### config.mk
export PLATFORM = sky130hd
export DESIGN_NAME = sram_arbiter
export DESIGN_NICKNAME = d
export VERILOG_FILES = /design/src/rtl/sram_arbiter.sv
export SDC_FILE = /design/constraint.sdc
export NUM_CORES = 1
export LEC_CHECK = 0
export CAP_MARGIN = 20
export CORE_MARGIN = 2
export CORE_UTILIZATION = 29
export CTS_CLUSTER_DIAMETER = 40
export DETAILED_ROUTE_END_ITERATION = 8
export GPL_ROUTABILITY_DRIVEN = 0
export REMOVE_ABC_BUFFERS = 1
export SETUP_SLACK_MARGIN = 0.15
export SLEW_MARGIN = 0
export SYNTH_ARGS = -nofsm -noshare
export SYNTH_HDL_FRONTEND = slang
export SYNTH_SLANG_ARGS = --single-unit
### constraint.sdc
create_clock -name clk -period 1.65 [get_ports clk]
set_clock_uncertainty 0.05 [all_clocks]
set_input_delay 0.165 -clock clk [delete_from_list [all_inputs] [get_ports clk]]
set_output_delay 0.165 -clock clk [all_outputs]
set_load 0.03 [all_outputs]
### src/rtl/sram_arbiter.sv
// Two-port arbiter and read sequencer sharing one sram read port between
// instruction fetch (port 0) and data load (port 1); one read accepted per cycle.
module sram_arbiter #(
    parameter int addr        = 4,
    parameter int width       = 8,
    parameter int rd_lat      = 1,
    parameter bit round_robin = 1'b1
) (
    input  logic             clk,
    input  logic             rst,
    input  logic             req0,
    input  logic [addr-1:0]  addr0,
    output logic             gnt0,
    output logic             rvalid0,
    output logic [width-1:0] rdata0,
    input  logic             req1,
    input  logic [addr-1:0]  addr1,
    output logic             gnt1,
    output logic             rvalid1,
    output logic [width-1:0] rdata1,
    output logic             cs,
    output logic [addr-1:0]  address,
    input  logic [width-1:0] data_out,
    output logic             busy
);

    // One owner/valid slot per cycle from the cs cycle up to the data cycle.
    localparam int DEPTH = rd_lat + 1;

    logic [1:0]       gnt;
    logic             last_gnt;
    logic [DEPTH-1:0] vld_p1;
    logic [DEPTH-1:0] own_p1;
    logic [width-1:0] rdata0_q;
    logic [width-1:0] rdata1_q;

    // bit0 = port 0, bit1 = port 1; last = port granted most recently.
    function automatic logic [1:0] arbitrate(input logic r0, input logic r1, input logic last);
        logic [1:0] g;
        g = 2'b00;
        if (r0 && r1) begin
            if (round_robin && !last)
                g = 2'b10;
            else
                g = 2'b01;
        end else if (r0) begin
            g = 2'b01;
        end else if (r1) begin
            g = 2'b10;
        end
        return g;
    endfunction

    always_comb begin
        gnt = 2'b00;
        if (!rst)
            gnt = arbitrate(req0, req1, last_gnt);
    end

    assign gnt0 = gnt[0];
    assign gnt1 = gnt[1];

    // Stage p0: drive the sram with the granted request.
    always_ff @(posedge clk) begin
        if (rst) begin
            cs       <= 1'b0;
            address  <= '0;
            last_gnt <= 1'b1;
        end else begin
            cs <= |gnt;
            if (|gnt) begin
                address  <= gnt[1] ? addr1 : addr0;
                last_gnt <= gnt[1];
            end
        end
    end

    // Stage p1..p(rd_lat+1): track owner of each in-flight read until its data returns.
    always_ff @(posedge clk) begin
        if (rst)
            vld_p1 <= '0;
        else
            vld_p1 <= {vld_p1[DEPTH-2:0], |gnt};
    end

    always_ff @(posedge clk) begin
        own_p1 <= {own_p1[DEPTH-2:0], gnt[1]};
    end

    assign rvalid0 = vld_p1[rd_lat] & ~own_p1[rd_lat];
    assign rvalid1 = vld_p1[rd_lat] &  own_p1[rd_lat];
    assign busy    = |vld_p1;

    // Return stage: data passes straight through; the idle port keeps its last value.
    always_ff @(posedge clk) begin
        if (rvalid0)
            rdata0_q <= data_out;
        if (rvalid1)
            rdata1_q <= data_out;
    end

    assign rdata0 = rvalid0 ? data_out : rdata0_q;
    assign rdata1 = rvalid1 ? data_out : rdata1_q;

endmodule

==> metrics.txt <==
result of the run complete, but fails checks; violations in the final reports design-rule violations; horizontal die dimension 58.7 um; Setup CP Type flop to output port; register bit total from synthesis 25; starting density of the core 30.9%; Port Buffers 45; actual slew at the worst max-slew pin around 0.46 ns; type of origin of the critical path flop; time the worst path needs with I/O delays and setup ~1.6 ns; final number of max-transition violations 0; cell types with the largest area share after synthesis dfxtp_1, mux2_2, a221o_1, a2111oi_0, inv_1; max-cap violations 0; cell seen most often among critical-path stages buf_6; global-route total usage across every layer about an eighth; pre-CTS WS -0.161 ns; Pwr Density between 1000 and 1500 nW/um2; CTS Root Cell clkbuf_4; post-synthesis cell type with the largest combined area dfxtp_1; Area Growth Syn to Fin 68.7%; DRC marker count from the first detailed-route iteration 23; most common library cell in the layout ignoring fill and taps dfxtp_1; number of nets in the finished design 145; routed len/inst 12.9 um; DRT antenna net count 0; switching share of power between 30% and 40%; buffers plus inverters on the worst setup path 2; final setup slack of the worst path 0.0000646 ns; fraction of layout instances using a drive strength above 1 45.2%; number of fill cells in the layout 268; worst path cell trace nor2b_4 > buf_6 > mux2_4 > buf_6; GRT Residual Overflow 0; chip height 58.7 um; Seq pwr share 44.1%; Std-Cell Rows 19; vias in the first global route approximately 780; DRC violation count after routing 5; Worst Hold Class input port to flop; post-synthesis cell type count 17; Peak supply drop 0.000528 V; maximum number of pins on one net before global-route repair 14; proportion of power drawn by combinational gates 40.8%; fraction of synthesized cell area taken by the top area cell type 57.7%; synthesized area per cell 12.4 um2; slowest cell on the critical path dfxtp_2; placeable core area approximately 2800 um2; delay contributed by the slowest stage of the critical path 0.36 ns; global-route wire length before repair 3.31 mm; maximum fanout count along the critical path 5; finished layout cell area 1460 um2; synthesized cell area ~870 um2; clock tree from TritonCTS yes; total count of hold-check failures in the final report 0; die area about 3400 um2; Internal Pwr Total ~1100 uW; data required time at the worst endpoint ~1.4 ns; number of levels in the clock H-tree 1; P_sw ~550 uW; Inserted Clock Buffers 3; critical path arrival 1.43 ns; normalized max-slew margin 68.3%; gate count of the mapped netlist 70; fraction of the cycle the final worst path needs 100%; Leak 0.000681 uW; number of vias per cell 4.63; highest-count cells in the layout ignoring fill and taps dfxtp_1, clkdlybuf4s50_1, buf_6; worst hold slack between 0.1 and 0.15 ns; post-synthesis sequential area ratio 57.7%; maximum clock insertion buffer count 2; Clock Pin Slew Worst Setup and Hold Paths 0.13 ns; cell class contributing the biggest share of worst-path delay flip-flops; yosys warns 0; dpl cell area 1370 um2; initial antenna violation count 0; number of I/O pins 46; clock insertion delay at the later pin of the skew report around 0.30 ns; clock sinks 25; vias after detailed routing ~720; peak clock frequency supported by timing 606 MHz; HPWL after detailed placement 1.50 mm; drt first pass iters 6; RSZ-0062 raised after global routing yes; CP endpoint kind output port; final-report setup violation count 0; count of antenna diodes in the layout 0; Clock Power Share between 10% and 20%; total routed wirelength 2.00 mm
cells in the mapped netlist:
master and n:
or2_2 1, dfxtp_1 25, buf_2 2, nor3_1 1, nor2_1 2, buf_6 1
a21oi_1 1, nor2b_1 2, a221o_1 4, mux2_2 16, and3b_1 1, and2_2 1
nand2_1 1, o21ai_0 1, a2111oi_0 4, inv_1 6, nand2_2 1
through the flow:
stage                     util, %  total power [uW]  setup TNS (ns)  instances
final                        52.1              1690               0        155
after global routing         52.1              1800           -1.17        155
after floorplan                 -              1120           -3.02         67
after global placement       48.7              1400           -1.33        148
after detailed placement     48.7              1410           -1.54        148
after CTS                    51.9              1710          -0.103        154
layer usage:
metal  track usage (%)  vias up  share of wire (%)
li1                  -      354                  -
met1              15.8      326                 46
met2              21.2       36                 45
met3              2.86        2                7.9
met4              5.84        0               0.55
met5                 0        -                  0
worst paths after layout:
path	end	slack, ns	cells after the start	start
setup / recovery	rdata0[0]	0.00006	4	vld_p1[1]
hold / removal	last_gnt	0.11	2	req0
setup reg to reg	rdata0_q[6]	0.39	4	vld_p1[1]
hold reg to reg	own_p1[1]	0.30	0	own_p1[0]
flip-flops by register name (all words and copies together), names as in the netlist:
register / cells
rdata0_q: 8
vld_p1: 2
last_gnt: 1
own_p1: 2
address: 4
rdata1_q: 8
cell families (layout without fill, tap and decap cells):
family	count (synthesis)	after routing	synth area share, %
mux	16	16	20.8
compound gates	10	10	9.81
simple gates	10	10	6.64
buf+inv	9	63	5.05
flops	25	25	57.7
final cells by class:
| type | instances | area (um2) | share of cell area [%] |
|---|---|---|---|
| clock buffer | 4 | 26.3 | 1.80 |
| inverter | 6 | 22.5 | 1.54 |
| multi-input combinational | 36 | 362 | 24.7 |
| sequential | 25 | 504 | 34.5 |
| tap | 31 | 38.8 | 2.65 |
| timing repair buffer | 53 | 509 | 34.8 |
repair_timing:
action | 4_1_cts | 5_1_grt
hold buffers | 0 | 0
setup buffers | 1 | 1
gates resized for setup | 135 | 9
endpoints found under the setup margin | 23 | 21
gates cloned | 1 | 0
power by group through the flow:
stage / clock (uW) / combinational, uW / sequential [uW]
2_1_floorplan: 0 / 351 / 769
3_3_place_gp: 0 / 647 / 753
3_5_place_dp: 0 / 653 / 756
4_1_cts: 275 / 689 / 745
5_1_grt: 315 / 726 / 761
6_report: 256 / 690 / 745
Note: power is estimated with default switching activity, not from simulation.
